===== src/rtl/csr_file_if.sv =====
// CSR access port between the instruction decoder (master) and the CSR file (slave).
// Read data is combinational; writes commit on the next clock edge.
interface csr_if;
  logic        csr_en;
  logic [11:0] csr_addr;
  logic        csr_we;
  logic [31:0] csr_wd;
  logic [31:0] csr_rd;
  logic        csr_illegal;

  modport master (output csr_en, csr_addr, csr_we, csr_wd, input csr_rd, csr_illegal);
  modport slave  (input csr_en, csr_addr, csr_we, csr_wd, output csr_rd, csr_illegal);
endinterface


===== src/rtl/csr_file.sv =====
// Machine-mode CSR file for the single-cycle RV32I core: combinational read,
// edge-committed write, 64-bit cycle/instret counters, trap entry and mret side-effects.
module csr_file #(
  parameter logic [31:0] HART_ID = 32'd0
) (
  input  logic        clk,
  input  logic        rst_n,
  csr_if.slave        csr,
  input  logic        instret_inc,
  input  logic        trap_valid,
  input  logic [31:0] trap_cause,
  input  logic [31:0] trap_pc,
  input  logic        mret,
  output logic [31:0] mtvec_o,
  output logic [31:0] mepc_o,
  output logic        mie_global
);
  localparam logic [11:0] A_MSTATUS   = 12'h300;
  localparam logic [11:0] A_MISA      = 12'h301;
  localparam logic [11:0] A_MIE       = 12'h304;
  localparam logic [11:0] A_MTVEC     = 12'h305;
  localparam logic [11:0] A_MSCRATCH  = 12'h340;
  localparam logic [11:0] A_MEPC      = 12'h341;
  localparam logic [11:0] A_MCAUSE    = 12'h342;
  localparam logic [11:0] A_MIP       = 12'h344;
  localparam logic [11:0] A_MCYCLE    = 12'hB00;
  localparam logic [11:0] A_MCYCLEH   = 12'hB80;
  localparam logic [11:0] A_MINSTRET  = 12'hB02;
  localparam logic [11:0] A_MINSTRETH = 12'hB82;
  localparam logic [11:0] A_CYCLE     = 12'hC00;
  localparam logic [11:0] A_CYCLEH    = 12'hC80;
  localparam logic [11:0] A_INSTRET   = 12'hC02;
  localparam logic [11:0] A_INSTRETH  = 12'hC82;
  localparam logic [11:0] A_MHARTID   = 12'hF14;
  localparam logic [31:0] MISA_VAL    = 32'h4000_0100;

  logic        st_mie, st_mpie;
  logic [2:0]  mie_bits;          // mie[11], mie[7], mie[3]
  logic [31:0] mtvec, mscratch, mepc, mcause;
  logic [63:0] mcycle, minstret;

  // Trap entry blocks every CSR write in its cycle.
  logic wr;
  assign wr = csr.csr_en & csr.csr_we & ~trap_valid;

  logic wr_cyc_lo, wr_cyc_hi, wr_ins_lo, wr_ins_hi;
  assign wr_cyc_lo = wr && (csr.csr_addr == A_MCYCLE);
  assign wr_cyc_hi = wr && (csr.csr_addr == A_MCYCLEH);
  assign wr_ins_lo = wr && (csr.csr_addr == A_MINSTRET);
  assign wr_ins_hi = wr && (csr.csr_addr == A_MINSTRETH);

  logic [31:0] mstatus_rd;
  assign mstatus_rd = {19'd0, 2'b11, 3'd0, st_mpie, 3'd0, st_mie, 3'd0};

  logic [31:0] rd;
  logic        impl;
  always_comb begin
    rd   = '0;
    impl = 1'b1;
    case (csr.csr_addr)
      A_MSTATUS:               rd = mstatus_rd;
      A_MISA:                  rd = MISA_VAL;
      A_MIE:                   rd = {20'd0, mie_bits[2], 3'd0, mie_bits[1], 3'd0, mie_bits[0], 3'd0};
      A_MTVEC:                 rd = mtvec;
      A_MSCRATCH:              rd = mscratch;
      A_MEPC:                  rd = mepc;
      A_MCAUSE:                rd = mcause;
      A_MIP:                   rd = '0;
      A_MCYCLE,   A_CYCLE:     rd = mcycle[31:0];
      A_MCYCLEH,  A_CYCLEH:    rd = mcycle[63:32];
      A_MINSTRET, A_INSTRET:   rd = minstret[31:0];
      A_MINSTRETH, A_INSTRETH: rd = minstret[63:32];
      A_MHARTID:               rd = HART_ID;
      default:                 impl = 1'b0;
    endcase
  end

  assign csr.csr_rd      = rd;
  assign csr.csr_illegal = csr.csr_en & ~impl;
  assign mtvec_o         = mtvec;
  assign mepc_o          = mepc;
  assign mie_global      = st_mie;

  // mstatus: trap > mret > write
  always_ff @(posedge clk or negedge rst_n) begin
    if (!rst_n) begin
      st_mie  <= 1'b0;
      st_mpie <= 1'b0;
    end else if (trap_valid) begin
      st_mpie <= st_mie;
      st_mie  <= 1'b0;
    end else if (mret) begin
      st_mie  <= st_mpie;
      st_mpie <= 1'b1;
    end else if (wr && csr.csr_addr == A_MSTATUS) begin
      st_mie  <= csr.csr_wd[3];
      st_mpie <= csr.csr_wd[7];
    end
  end

  always_ff @(posedge clk or negedge rst_n) begin
    if (!rst_n) begin
      mie_bits <= '0;
      mtvec    <= '0;
      mscratch <= '0;
      mepc     <= '0;
      mcause   <= '0;
    end else if (trap_valid) begin
      mepc   <= trap_pc & ~32'd3;
      mcause <= trap_cause;
    end else if (wr) begin
      case (csr.csr_addr)
        A_MIE:      mie_bits <= {csr.csr_wd[11], csr.csr_wd[7], csr.csr_wd[3]};
        A_MTVEC:    mtvec    <= csr.csr_wd & ~32'd3;
        A_MSCRATCH: mscratch <= csr.csr_wd;
        A_MEPC:     mepc     <= csr.csr_wd & ~32'd3;
        A_MCAUSE:   mcause   <= csr.csr_wd;
        default:    ;
      endcase
    end
  end

  // A write to either half loads it and freezes the whole counter for the cycle.
  always_ff @(posedge clk or negedge rst_n) begin
    if (!rst_n) begin
      mcycle   <= '0;
      minstret <= '0;
    end else begin
      if (wr_cyc_lo)      mcycle[31:0]  <= csr.csr_wd;
      else if (wr_cyc_hi) mcycle[63:32] <= csr.csr_wd;
      else                mcycle        <= mcycle + 64'd1;

      if (wr_ins_lo)        minstret[31:0]  <= csr.csr_wd;
      else if (wr_ins_hi)   minstret[63:32] <= csr.csr_wd;
      else if (instret_inc) minstret        <= minstret + 64'd1;
    end
  end
endmodule


===== src/flat_wrapper.sv =====
// flat-port wrapper written by rule: the top's interface ports become plain ports
module csr_file_flat 
#(
  parameter logic [31:0] HART_ID = 32'd0
)
  (clk, rst_n, instret_inc, trap_valid, trap_cause, trap_pc, mret, mtvec_o, mepc_o, mie_global, csr_csr_en, csr_csr_addr, csr_csr_we, csr_csr_wd, csr_csr_rd, csr_csr_illegal);
  csr_if csr_i ();
  input  logic clk;
  input  logic rst_n;
  input  logic instret_inc;
  input  logic trap_valid;
  input  logic [31:0] trap_cause;
  input  logic [31:0] trap_pc;
  input  logic mret;
  output logic [31:0] mtvec_o;
  output logic [31:0] mepc_o;
  output logic mie_global;
  input wire logic [$bits(csr_i.csr_en)-1:0] csr_csr_en;
  input wire logic [$bits(csr_i.csr_addr)-1:0] csr_csr_addr;
  input wire logic [$bits(csr_i.csr_we)-1:0] csr_csr_we;
  input wire logic [$bits(csr_i.csr_wd)-1:0] csr_csr_wd;
  output wire logic [$bits(csr_i.csr_rd)-1:0] csr_csr_rd;
  output wire logic [$bits(csr_i.csr_illegal)-1:0] csr_csr_illegal;
  assign csr_i.csr_en = csr_csr_en;
  assign csr_i.csr_addr = csr_csr_addr;
  assign csr_i.csr_we = csr_csr_we;
  assign csr_i.csr_wd = csr_csr_wd;
  assign csr_csr_rd = csr_i.csr_rd;
  assign csr_csr_illegal = csr_i.csr_illegal;
  csr_file #(.HART_ID(HART_ID)) u_core (.clk(clk), .rst_n(rst_n), .csr(csr_i), .instret_inc(instret_inc), .trap_valid(trap_valid), .trap_cause(trap_cause), .trap_pc(trap_pc), .mret(mret), .mtvec_o(mtvec_o), .mepc_o(mepc_o), .mie_global(mie_global));
endmodule

===== config.mk =====
export PLATFORM = sky130hd
export DESIGN_NAME = csr_file_flat
export DESIGN_NICKNAME = d
export VERILOG_FILES = /design/src/rtl/csr_file_if.sv /design/src/rtl/csr_file.sv /design/src/flat_wrapper.sv
export SDC_FILE = /design/constraint.sdc
export NUM_CORES = 1
export LEC_CHECK = 0
export BUFFER_PORTS_ARGS = -buffer_cell sky130_fd_sc_hd__buf_2
export CORE_MARGIN = 10
export CORE_UTILIZATION = 38
export CTS_CLUSTER_DIAMETER = 150
export DETAILED_ROUTE_END_ITERATION = 12
export PLACE_DENSITY = 0.6
export SYNTH_ARGS = -nofsm -noshare
export SYNTH_HDL_FRONTEND = slang
export SYNTH_SLANG_ARGS = --single-unit

===== constraint.sdc =====
create_clock -name clk -period 2.9 [get_ports clk]
set_clock_uncertainty 0.2 [all_clocks]
set_input_delay 0.145 -clock clk [delete_from_list [all_inputs] [get_ports clk]]
set_output_delay 0.145 -clock clk [all_outputs]
set_load 0.05 [all_outputs]

==> results.tsv <==
stage	metric	value	unit
status	status	completed	
die	Die ar.	48700	µm²
hold_path	Worst Hold Class	in2async	
synthesis	ys async rst share	100	%
synthesis	ys flop type	dfrtp_1	
timing	RSZ-0062 raised after global routing	false	
final_layout	layout cells sized above 1	22.8	%
critical_path	CP required	2.56	ns
die	Ports	213	
die	Starting Density	38.5	%
synthesis	cell area after synthesis	15300	µm²
die	Core Region	39700	µm²
final_layout	Design Area, Final	20500	µm²
clock_tree	postcts setup bufs	0	
clock_tree	clk slew on worst S/H paths	0.06	ns
clock_tree	clock latency on the worst-skew pair	0.58	ns
die	row count	73	
clock_tree	clock sink total	257	
global_route	vias in the first global route	16000	
timing	Final setup viols	0	
clock_tree	CTS buffer count	30	
detailed_routing	final antenna-violating net count	0	
global_route	global-route wire length before repair	101000	µm
power_and_ir_drop	Peak VDD IR	0.000463	V
critical_path	start point of the critical path	csr_csr_addr[5]	
die	Die H	221	µm
critical_path	CP peak stage delay	0.56	ns
clock_tree	H-tree levels	1	
detailed_routing	First DRT Iteration DRCs	1784	
timing	fmax	355	MHz
global_route	initial antenna violation count	0	
critical_path	CP Capture Type	output port	
detailed_routing	drt wl/cell	25.5	µm
power_and_ir_drop	leakage power	9.10	nW
power_and_ir_drop	P per Cell Area	448	nW/µm²
detailed_routing	Vias	16200	
synthesis	Syn. warnings	0	
placed_design	routability cong.	0.966	
critical_path	number of cells on the critical path	8	
final_layout	most frequent cells in the layout	257 x dfrtp_1, 201 x buf_2, 194 x nand2_1, 178 x dlygate4sd3_1, 118 x nor2_1	
timing	Rel. slew slack	48.1	%
placed_design	placed cell area	17700	µm²
critical_path	critical path fanouts, max	12	
global_route	total track usage	27.0	%
critical_path	crit-path leading delay family	simple AND/OR/NAND/NOR gates	
placed_design	Placed Cells	2403	
synthesis	Netlist cell types	72	
final_layout	commonest non-fill, non-tap cell in the layout	dfrtp_1	
critical_path	Reg2Reg Launch Point	u_core.mcycle[12]$_DFFE_PN0P_	
clock_tree	CTS tree	built	
detailed_routing	drt total wl	67300	µm
critical_path	R2R Path End	u_core.mcycle[55]$_DFFE_PN0N_	
flow_run	maxcap violations	0	
critical_path	CP cell instances	buf_2 > nor4b_2 > o211ai_1 > nor3b_2 > buf_4 > a21oi_1 > nand3_1 > buf_2	
timing	Worst-Margin Slew	0.779	ns
final_layout	Layout fillers	3616	
die	Die W	221	µm
global_route	GRT overflow	0	
critical_path	CP dominant cell by count	buf_2	
timing	total negative slack	0	ns
critical_path	Worst Setup Start Kind	primary input	
final_layout	non-filler cells, final	2639	
placed_design	final HPWL from detailed placement	47500	µm
critical_path	crit path buf inv count	3	
timing	Final Slew Violations	0	
synthesis	Post-synth EDFFs	0	
timing	Final Critical Period	2.82	ns
clock_tree	clk root buf	clkbuf_16	
critical_path	Slowest cell on crit path	nor4b_2	
critical_path	reg2reg setup slack	0.16	ns
timing	Final period util	97.2	%
critical_path	Critical Path End	csr_csr_rd[15]	
critical_path	cell depth of the worst flop-to-flop path	6	
clock_tree	Max Root-Sink Buffers	3	
placed_design	# port buffers	206	
critical_path	Worst EP arrival	2.47	ns
power_and_ir_drop	Final Power	0.00916	W
timing	final hold violation count	0	
synthesis	Syn Inst Count	1673	
timing	Min Hold Slack	0.00811	ns
critical_path	Crit Path Category	in2out	
detailed_routing	router iterations before antenna repair	9	
synthesis	sequential fraction of the synthesis area	42.1	%
detailed_routing	detailed-route DRC error count	0	
synthesis	register bit total from synthesis	257	
detailed_routing	Vias/cell	6.14	
synthesis	synthesized area per cell	9.14	µm²
final_layout	area grow syn2layout	33.8	%
global_route	largest net degree at the start of global routing	91	
final_layout	Final #Nets	2206	
kinds of logic (layout without fill, tap and decap cells):
kind of cell	Yosys count	after routing	share of synthesized area, %
mux	166	166	11.4
other cells	1	5	0.0245
xor+xnor	55	55	3.15
simple gates	677	677	22.7
fa+ha+maj	2	2	0.164
flops	257	257	42.1
compound gates	379	379	16.7
buf+inv	136	573	3.74
report_power, final:
| part | total (W) | switching, W | leakage (nW) | internal [W] |
|---|---|---|---|---|
| clock network | 0.00390 | 0.00164 | 0.491 | 0.00226 |
| registers | 0.00401 | 0.000236 | 3.26 | 0.00378 |
| logic | 0.00125 | 0.000718 | 5.35 | 0.000531 |
flip-flops by register name, indices dropped and copies added, names as in the netlist:
| register | flops |
|---|---|
| u_core.st_mpie | 1 |
| u_core.mtvec_o | 30 |
| u_core.mie_bits | 3 |
| u_core.mie_global | 1 |
| u_core.mepc_o | 30 |
| u_core.minstret | 64 |
| u_core.mcycle | 64 |
| u_core.mcause | 32 |
| u_core.mscratch | 32 |
tightest hold or removal path: cells and delay by family:
| kind | cells | cell delay (ns) |
|---|---|---|
| buffers and inverters | 3 | 1.00 |
how the worst min path moves through the flow:
stage                      from                       endpoint  slack (ns)
after detailed placement  rst_n  u_core.mcycle[36]$_DFFE_PN0N_       -0.13
final                     rst_n  u_core.mcycle[36]$_DFFE_PN0N_       0.008
after global placement    rst_n   u_core.mcycle[6]$_DFFE_PN0P_       -0.14
after global routing      rst_n  u_core.mcycle[55]$_DFFE_PN0N_        0.03
after CTS                 rst_n  u_core.mcycle[55]$_DFFE_PN0N_       0.002
after floorplan           rst_n   u_core.mcause[0]$_DFFE_PN0P_       -0.35
what timing repair did:
| action | 4_1_cts | 5_1_grt |
|---|---|---|
| endpoints found under the setup margin | 0 | 1 |
| endpoints found under the hold margin | 513 | 0 |
| hold buffers | 179 | 0 |
| gates resized for setup | 0 | 1 |
cells in the mapped netlist, drive strengths merged (8+ instances only):
cell type  count  area share (%)
nand3        106             3.5
o211ai        26             1.3
mux2          70             5.2
clkbuf        80             2.0
a21oi         90             2.9
or3           12            0.49
nand2        194             4.8
and3          33             1.4
nor2         123             3.0
buf           47             1.5
mux2i         96             6.3
nor3          35             1.1
nand4         62             2.5
a222oi        29             1.9
and4          16            0.92
inv            9            0.22
o21ai        102             3.3
a22oi         49             2.4
dfrtp        257              42
nor4          35             2.0
a221oi         8            0.46
a221o         12            0.79
and2          21            0.86
a31oi          9            0.37
or4           10            0.52
xor2          22             1.3
xnor2         33             1.9
stage by stage:
| step | setup slack (ns) | util (%) |
|---|---|---|
| after floorplan | 0.365 | - |
| after global placement | 0.188 | 44.4 |
| after detailed placement | 0.151 | 44.4 |
| after CTS | 0.128 | 51.5 |
| after global routing | 0.00567 | 51.5 |
| final | 0.0812 | 51.5 |
area by class of cell:
type	count	area, µm²	area share, %
Antenna cell	1	2.50	0.0122
Clock buffer	43	871	4.26
Clock inverter	13	124	0.606
Inverter	9	33.8	0.165
Multi-Input combinational cell	1283	8340	40.7
Sequential cell	257	6430	31.4
Tap cell	525	657	3.21
Timing Repair Buffer	508	4000	19.6
routing by layer:
| metal | GRT usage, % | up-vias | routed length (µm) |
|---|---|---|---|
| met1 | 36.3 | 8110 | 28000 |
| met4 | 8.09 | 0 | 1960 |
| met3 | 5.16 | 122 | 6050 |
| met5 | 0 | - | 0 |
| met2 | 43.4 | 853 | 31200 |
| li1 | - | 7110 | - |
Power figures use the tool's default switching activity.
